## config.mk

```make
export PLATFORM = sky130hd
export DESIGN_NAME = lock_session_ctrl
export DESIGN_NICKNAME = d
export VERILOG_FILES = /design/src/rtl/lock_session_ctrl.sv
export SDC_FILE = /design/constraint.sdc
export NUM_CORES = 1
export LEC_CHECK = 0
export CAP_MARGIN = 30
export CORE_MARGIN = 5
export CORE_UTILIZATION = 55
export CTS_BUF_LIST = sky130_fd_sc_hd__clkbuf_4 sky130_fd_sc_hd__clkbuf_8
export DETAILED_ROUTE_END_ITERATION = 6
export PLACE_DENSITY = 0.87
export SLEW_MARGIN = 20
export SYNTH_ARGS = -nofsm -noshare
export SYNTH_HDL_FRONTEND = slang
export SYNTH_SLANG_ARGS = --single-unit
```

## constraint.sdc

```tcl
create_clock -name clk -period 5.1 [get_ports clk]
set_input_delay 1.02 -clock clk [delete_from_list [all_inputs] [get_ports clk]]
set_output_delay 1.02 -clock clk [all_outputs]
set_load 0.05 [all_outputs]
```

## src/rtl/lock_session_ctrl.sv

```systemverilog
// lock_session_ctrl: session front-end for the 5-9-0-0-6-0 combination-lock core.
// Optional feature: define ADMIN_OVERRIDE_EN to add the admin_clear input.
//
//   state   | meaning
//   --------+------------------------------------------------------------
//   IDLE    | no session open, waiting for the first digit
//   ENTRY   | digits being forwarded, inactivity timer running
//   SHOW    | result latched and displayed, hold timer running
//   LOCKOUT | too many consecutive fails, keys refused until timer expires

module lock_session_ctrl #(
    parameter int HOLD_CYCLES    = 8,
    parameter int TIMEOUT_CYCLES = 32,
    parameter int MAX_FAILS      = 3,
    parameter int LOCKOUT_BASE   = 16,
    parameter int CNT_W          = 8
) (
    input  logic       clk,
    input  logic       reset,
    input  logic       key_valid,
    input  logic [3:0] key_in,
    input  logic       res_valid,
    input  logic [1:0] res_code,
`ifdef ADMIN_OVERRIDE_EN
    input  logic       admin_clear,
`endif
    output logic       lock_insere,
    output logic [3:0] lock_entrada,
    output logic       lock_reset,
    output logic       unlocked,
    output logic       locked_out,
    output logic [1:0] fail_count,
    output logic       timeout_pulse,
    output logic       key_drop
);

    typedef enum logic [1:0] {
        IDLE    = 2'd0,
        ENTRY   = 2'd1,
        SHOW    = 2'd2,
        LOCKOUT = 2'd3
    } state_t;

    localparam logic [1:0]       CODE_NONE = 2'd0;
    localparam logic [1:0]       CODE_S    = 2'd1;
    localparam logic [1:0]       CODE_P    = 2'd2;
    localparam logic [CNT_W-1:0] ONE       = CNT_W'(1);

    state_t           state, state_d;
    logic [CNT_W-1:0] timer, timer_d;
    logic [1:0]       code, code_d;
    logic [1:0]       fail_q, fail_d;
    logic [1:0]       level, level_d;
    logic             insere_q, insere_d;
    logic [3:0]       entrada_q, entrada_d;
    logic             lreset_q, lreset_d;
    logic             timeout_q, timeout_d;
    logic             drop_q, drop_d;
    logic             admin_req;
    logic             fail_limit;
    logic             timer_last;

`ifdef ADMIN_OVERRIDE_EN
    assign admin_req = admin_clear;
`else
    assign admin_req = 1'b0;
`endif

    assign fail_limit = ({30'd0, fail_q} >= 32'(MAX_FAILS));
    // Terminal count: the cycle that would bring the timer to zero is the exit cycle.
    assign timer_last = (timer <= ONE);

    always_ff @(posedge clk) begin
        if (reset) begin
            state     <= IDLE;
            timer     <= '0;
            code      <= '0;
            fail_q    <= '0;
            level     <= '0;
            insere_q  <= 1'b0;
            entrada_q <= '0;
            lreset_q  <= 1'b1;
            timeout_q <= 1'b0;
            drop_q    <= 1'b0;
        end else begin
            state     <= state_d;
            timer     <= timer_d;
            code      <= code_d;
            fail_q    <= fail_d;
            level     <= level_d;
            insere_q  <= insere_d;
            entrada_q <= entrada_d;
            lreset_q  <= lreset_d;
            timeout_q <= timeout_d;
            drop_q    <= drop_d;
        end
    end

    always_comb begin
        state_d   = state;
        timer_d   = timer;
        code_d    = code;
        fail_d    = fail_q;
        level_d   = level;
        insere_d  = 1'b0;
        entrada_d = entrada_q;
        lreset_d  = 1'b0;
        timeout_d = 1'b0;
        drop_d    = 1'b0;

        case (state)
            IDLE: begin
                if (key_valid) begin
                    insere_d  = 1'b1;
                    entrada_d = key_in;
                    timer_d   = CNT_W'(TIMEOUT_CYCLES);
                    state_d   = ENTRY;
                end
            end
            ENTRY: begin
                // A result takes priority over a digit arriving in the same cycle.
                if (res_valid && (res_code != CODE_NONE)) begin
                    code_d  = res_code;
                    timer_d = CNT_W'(HOLD_CYCLES);
                    state_d = SHOW;
                    drop_d  = key_valid;
                    if (res_code == CODE_S) begin
                        fail_d  = 2'd0;
                        level_d = 2'd0;
                    end else if (res_code == CODE_P) begin
                        fail_d = 2'd0;
                    end else if (fail_q != 2'd3) begin
                        fail_d = fail_q + 2'd1;
                    end
                end else if (key_valid) begin
                    insere_d  = 1'b1;
                    entrada_d = key_in;
                    timer_d   = CNT_W'(TIMEOUT_CYCLES);
                end else if (timer_last) begin
                    timer_d   = '0;
                    lreset_d  = 1'b1;
                    timeout_d = 1'b1;
                    state_d   = IDLE;
                end else begin
                    timer_d = timer - ONE;
                end
            end
            SHOW: begin
                drop_d = key_valid;
                if (timer_last) begin
                    lreset_d = 1'b1;
                    if (fail_limit) begin
                        timer_d = CNT_W'(LOCKOUT_BASE) << level;
                        state_d = LOCKOUT;
                    end else begin
                        timer_d = '0;
                        state_d = IDLE;
                    end
                end else begin
                    timer_d = timer - ONE;
                end
            end
            LOCKOUT: begin
                drop_d = key_valid;
                if (timer_last) begin
                    timer_d = '0;
                    fail_d  = 2'd0;
                    level_d = (level == 2'd3) ? 2'd3 : level + 2'd1;
                    state_d = IDLE;
                end else begin
                    timer_d = timer - ONE;
                end
            end
            default: state_d = IDLE;
        endcase

        if (admin_req) begin
            fail_d  = 2'd0;
            level_d = 2'd0;
            if (state == LOCKOUT) begin
                timer_d = '0;
                state_d = IDLE;
            end
        end
    end

    assign lock_insere   = insere_q;
    assign lock_entrada  = entrada_q;
    assign lock_reset    = lreset_q;
    assign unlocked      = (state == SHOW) && ((code == CODE_S) || (code == CODE_P));
    assign locked_out    = (state == LOCKOUT);
    assign fail_count    = fail_q;
    assign timeout_pulse = timeout_q;
    assign key_drop      = drop_q;

endmodule
```

Word level (Yosys, flattened, before mapping)
Cells that the tools add are included.
Widths: inputs -> output; s select.
- bits in latches: 0
- RAM bits: 0
- flip-flop bits (word level): 24
- memories kept: 0
- ROM bits: 0
- logic and storage cells: 85
- input port bits: 10
- bitwise operators: 1
- equality and inequality tests: 17
- div/mod/pow operators: 0
- reduce and logical (&&, ||, !) cells: 14
- add/sub/neg operators: 3
- multipliers: 0
- mux-type cells: 37
- $lt $le $gt $ge: 2
- shifts and indexed selects: 1
- operators by type and width (operator ; number):
    $mux 8 ; 6
    $pmux 8 s4 ; 1
    $mux 2 ; 15
    $ne 2x2->1 const B ; 6
    $eq 2x2->1 const B ; 5
    $le 8x1->1 const B ; 1
    $mux 4 ; 2
    $pmux 2 s2 ; 2
    $pmux 2 s4 ; 1
    $pmux 4 s2 ; 1
    $reduce_and 4->1 ; 2
    $shl 5x2->8 const A ; 1
    $sub 8x1->8 const B ; 1
    $eq 2x1->1 const B ; 3
    $mux 1 ; 6
    $pmux 1 s2 ; 3
    $reduce_bool 2->1 ; 3
    $add 2x1->2 const B ; 2
    $ne 4x4->1 const B ; 1
    $reduce_and 2->1 ; 2
    $reduce_or 2->1 ; 2
    $ne 3x3->1 const B ; 1
    $reduce_and 3->1 ; 1
    $ge 2x2->1 const B ; 1
    5 further kinds ; 6

Logic depth before layout (Yosys ltp)
- depth in word-level cells: 6
- depth in mapped cells: 8

Worst setup path after synthesis
OpenSTA, ideal clock, no wires.
- path type: reg2out
- from: register state[0]
- to: output unlocked
- slack: 2.721 ns
- arrival time: 1.359 ns
- buffers on the path: 0
- stages on the path, launching flop included: 5
- cells stage by stage: dfxtp_1 -> inv_1 -> ha_1 -> inv_1 -> nor2_1
- word-level cells in the longest chain between the ends: 2
- ends and longest elaborated chain (what ; RTL line ; text):
    start, declared ; 49 ; state_t state, state_d;
    start signal, assigned ; 86 ; state <= state_d;
    $eq 2x2->1 ; 190 ; assign unlocked = (state == SHOW) && ((code == CODE_S) || (code == CODE_P));
    $logic_and 1x1->1 ; 190 ;
    end, declared ; 30 ; output logic unlocked,
No other way between the ends.

Final worst setup path
Same ends and word-level chain as after synthesis.

==> flow_metrics.tcl <==
set metrics [dict create \
    dr.pass1.iters 5 \
    post-route-min-period_ns 3.13 \
    pin_count 22 \
    grt_setup_unrepaired "false" \
    synth_seq_cells 24 \
    hold-worst-slack_ns 0.510 \
    worst_slew_pin_slew_ns 0.750 \
    avgRoutedWirePerCell_um 14.3 \
    die_area_um2 3600 \
    seq_area_frac_synth_pct 35.0 \
    syn-instance-count 168 \
    antenna_found_initial 0 \
    final_common_cell "dfxtp_1" \
    cts_inserted_buffers 3 \
    setup_viol 0 \
    synth_edf_count 0 \
    yosysWarningCount 0 \
    worstPathMaxFanout 5 \
    grt.overflow.total 0 \
    htree_levels 1 \
    cts_hold_buf 0 \
    grt_max_degree 20 \
    peakVddDrop_v 0.000166 \
    coreArea_um2 2430 \
    n_antenna_cell 0 \
    cts_buffer_depth 2 \
    postRouteAntennaNets 0 \
    io_buffer_count 21 \
    vias_per_cell 6.00 \
    leakage_nw 0.655 \
    cap_violations 0 \
    syn_to_final_growth_pct 18.5 \
    wl_um 3120 \
    die_w_um 60.0 \
    arrival_ns 2.11 \
    fill_cells 208 \
    post-cts-setup-buffer-count 0 \
    critPathRequiredTime_ns 4.08 \
    vias 1308 \
    powerDensity_nw_per_um2 245 \
    stdcell_area_um2 1630 \
    path_clk_slew_ns 0.13 \
    final_hold_viol_count 0 \
    status "complete, no violations" \
    dp_hpwl_um 2400 \
    avgSynthCellArea_um2 8.18 \
    cp-start-kind "flip-flop" \
    stdcell_count 218 \
    mostFrequentLayoutCells "dfxtp_1 (24), nor2_1 (23), clkdlybuf4s50_1 (21)" \
    syn_nets 189 \
    cts_tree "done" \
    synth_cell_types 41 \
    row_count 18 \
    finClkSkew_ns 0.00135 \
    cts-resized-gates 0 \
    drv_slew 0 \
    root_buffer "clkbuf_4" \
    place_congestion 0.870 \
    slew_headroom_pct 49.8 \
    synthFlopType "dfxtp_1" \
    crit_type "flip-flop to output port" \
    grt_pass1_vias 1179 \
    die_h_um 60.0 \
    drcViolationCount 0 \
    grt_usage_pct 18.1 \
    initial_utilization_pct 56.5 \
    nNetsFinal 211 \
    fmax_mhz 320 \
    grt_pass1_wl_um 5150 \
    setup-tns-final_ns 0 \
    min_path_type "flip-flop to flip-flop" \
    dp.cells 215 \
    placed_cell_area_um2 1610 \
    fin_crit_sh_pct 61.3 \
    end_kind "output port" \
    drtIter0Drc 43 \
    async_reset_ff_share_pct 0 \
    drive_gt1_share_pct 3.72 \
    cts.sinks 24 \
    syn_area_um2 1370 \
    clk_latency_ns 0.30 \
]
-- flip-flops by register name, summed over array words and instances (netlist names) --
signal and count:
lock_entrada 4, level 2, code 2, timeout_pulse 1
key_drop 1, state 2, timer 8, lock_insere 1
lock_reset 1, fail_count 2
-- cells in the mapped netlist, types with 2 or more instances --
library cell / count / area, um^2
dfxtp_1: 24 / 480
nor2_1: 23 / 86.3
inv_1: 13 / 48.8
nand2_1: 13 / 48.8
a21oi_1: 12 / 60.1
ha_1: 11 / 138
nor3_1: 8 / 40.0
mux2i_1: 7 / 70.1
o21ai_0: 6 / 30.0
nand3_1: 5 / 25.0
a31oi_1: 3 / 18.8
clkbuf_1: 3 / 11.3
nor2b_1: 3 / 18.8
a21boi_0: 2 / 15.0
a21o_1: 2 / 15.0
a22oi_1: 2 / 15.0
nand2b_1: 2 / 12.5
nand4_1: 2 / 12.5
nor4_1: 2 / 12.5
o211a_1: 2 / 20.0
o311ai_0: 2 / 17.5
xor2_1: 2 / 17.5
-- layer usage --
| metal | track usage, % | wire (um) | vias up |
|---|---|---|---|
| met5 | 0 | 0 | - |
| met4 | 4.11 | 4 | 0 |
| met3 | 1.94 | 235 | 2 |
| met2 | 30.6 | 1510 | 49 |
| met1 | 24.6 | 1360 | 613 |
| li1 | - | - | 644 |
-- path summary, 6_finish.rpt --
kind	from	to	slack, ns	depth (start not counted)
hold / removal	timer[7]	timer[7]	0.51	1
hold reg to reg	timer[7]	timer[7]	0.51	1
setup / recovery	state[0]	unlocked	1.97	5
setup reg to reg	timer[0]	timer[4]	2.86	7
-- kinds of logic after synthesis --
group           synth area share, %
xor+xnor                       1.91
compound gates                 19.9
buf+inv                        4.74
simple gates                   23.3
mux                            5.10
fa+ha+maj                      10.0
flops                          35.0
-- per-stage QoR --
step	setup slack, ns	util (%)	total power [mW]
final	1.97	66.9	0.399
after global routing	1.86	66.9	0.420
after CTS	1.99	66.9	0.399
after detailed placement	2.09	66.0	0.320
after global placement	2.17	66.0	0.318
after floorplan	2.72	-	0.287
-- power by group --
| group | switching, mW | internal [mW] |
|---|---|---|
| sequential | 0.00753 | 0.196 |
| clock | 0.0537 | 0.0275 |
| combinational | 0.0697 | 0.0438 |
-- worst max-delay path, stage by stage, from the launching register on --
cell	delay (ns)
dfxtp_1	0.36
inv_1	0.11
ha_1	0.27
inv_1	0.14
nor2_1	0.12
clkdlybuf4s50_1	0.80
-- cell type report --
class / instances / area [um^2] / area share [%]
Clock buffer: 3 / 22.5 / 1.38
Inverter: 13 / 48.8 / 3.00
Multi-Input combinational cell: 127 / 828 / 50.9
Sequential cell: 24 / 480 / 29.5
Tap cell: 30 / 37.5 / 2.31
Timing Repair Buffer: 21 / 210 / 12.9
Power figures use the tool's default switching activity.
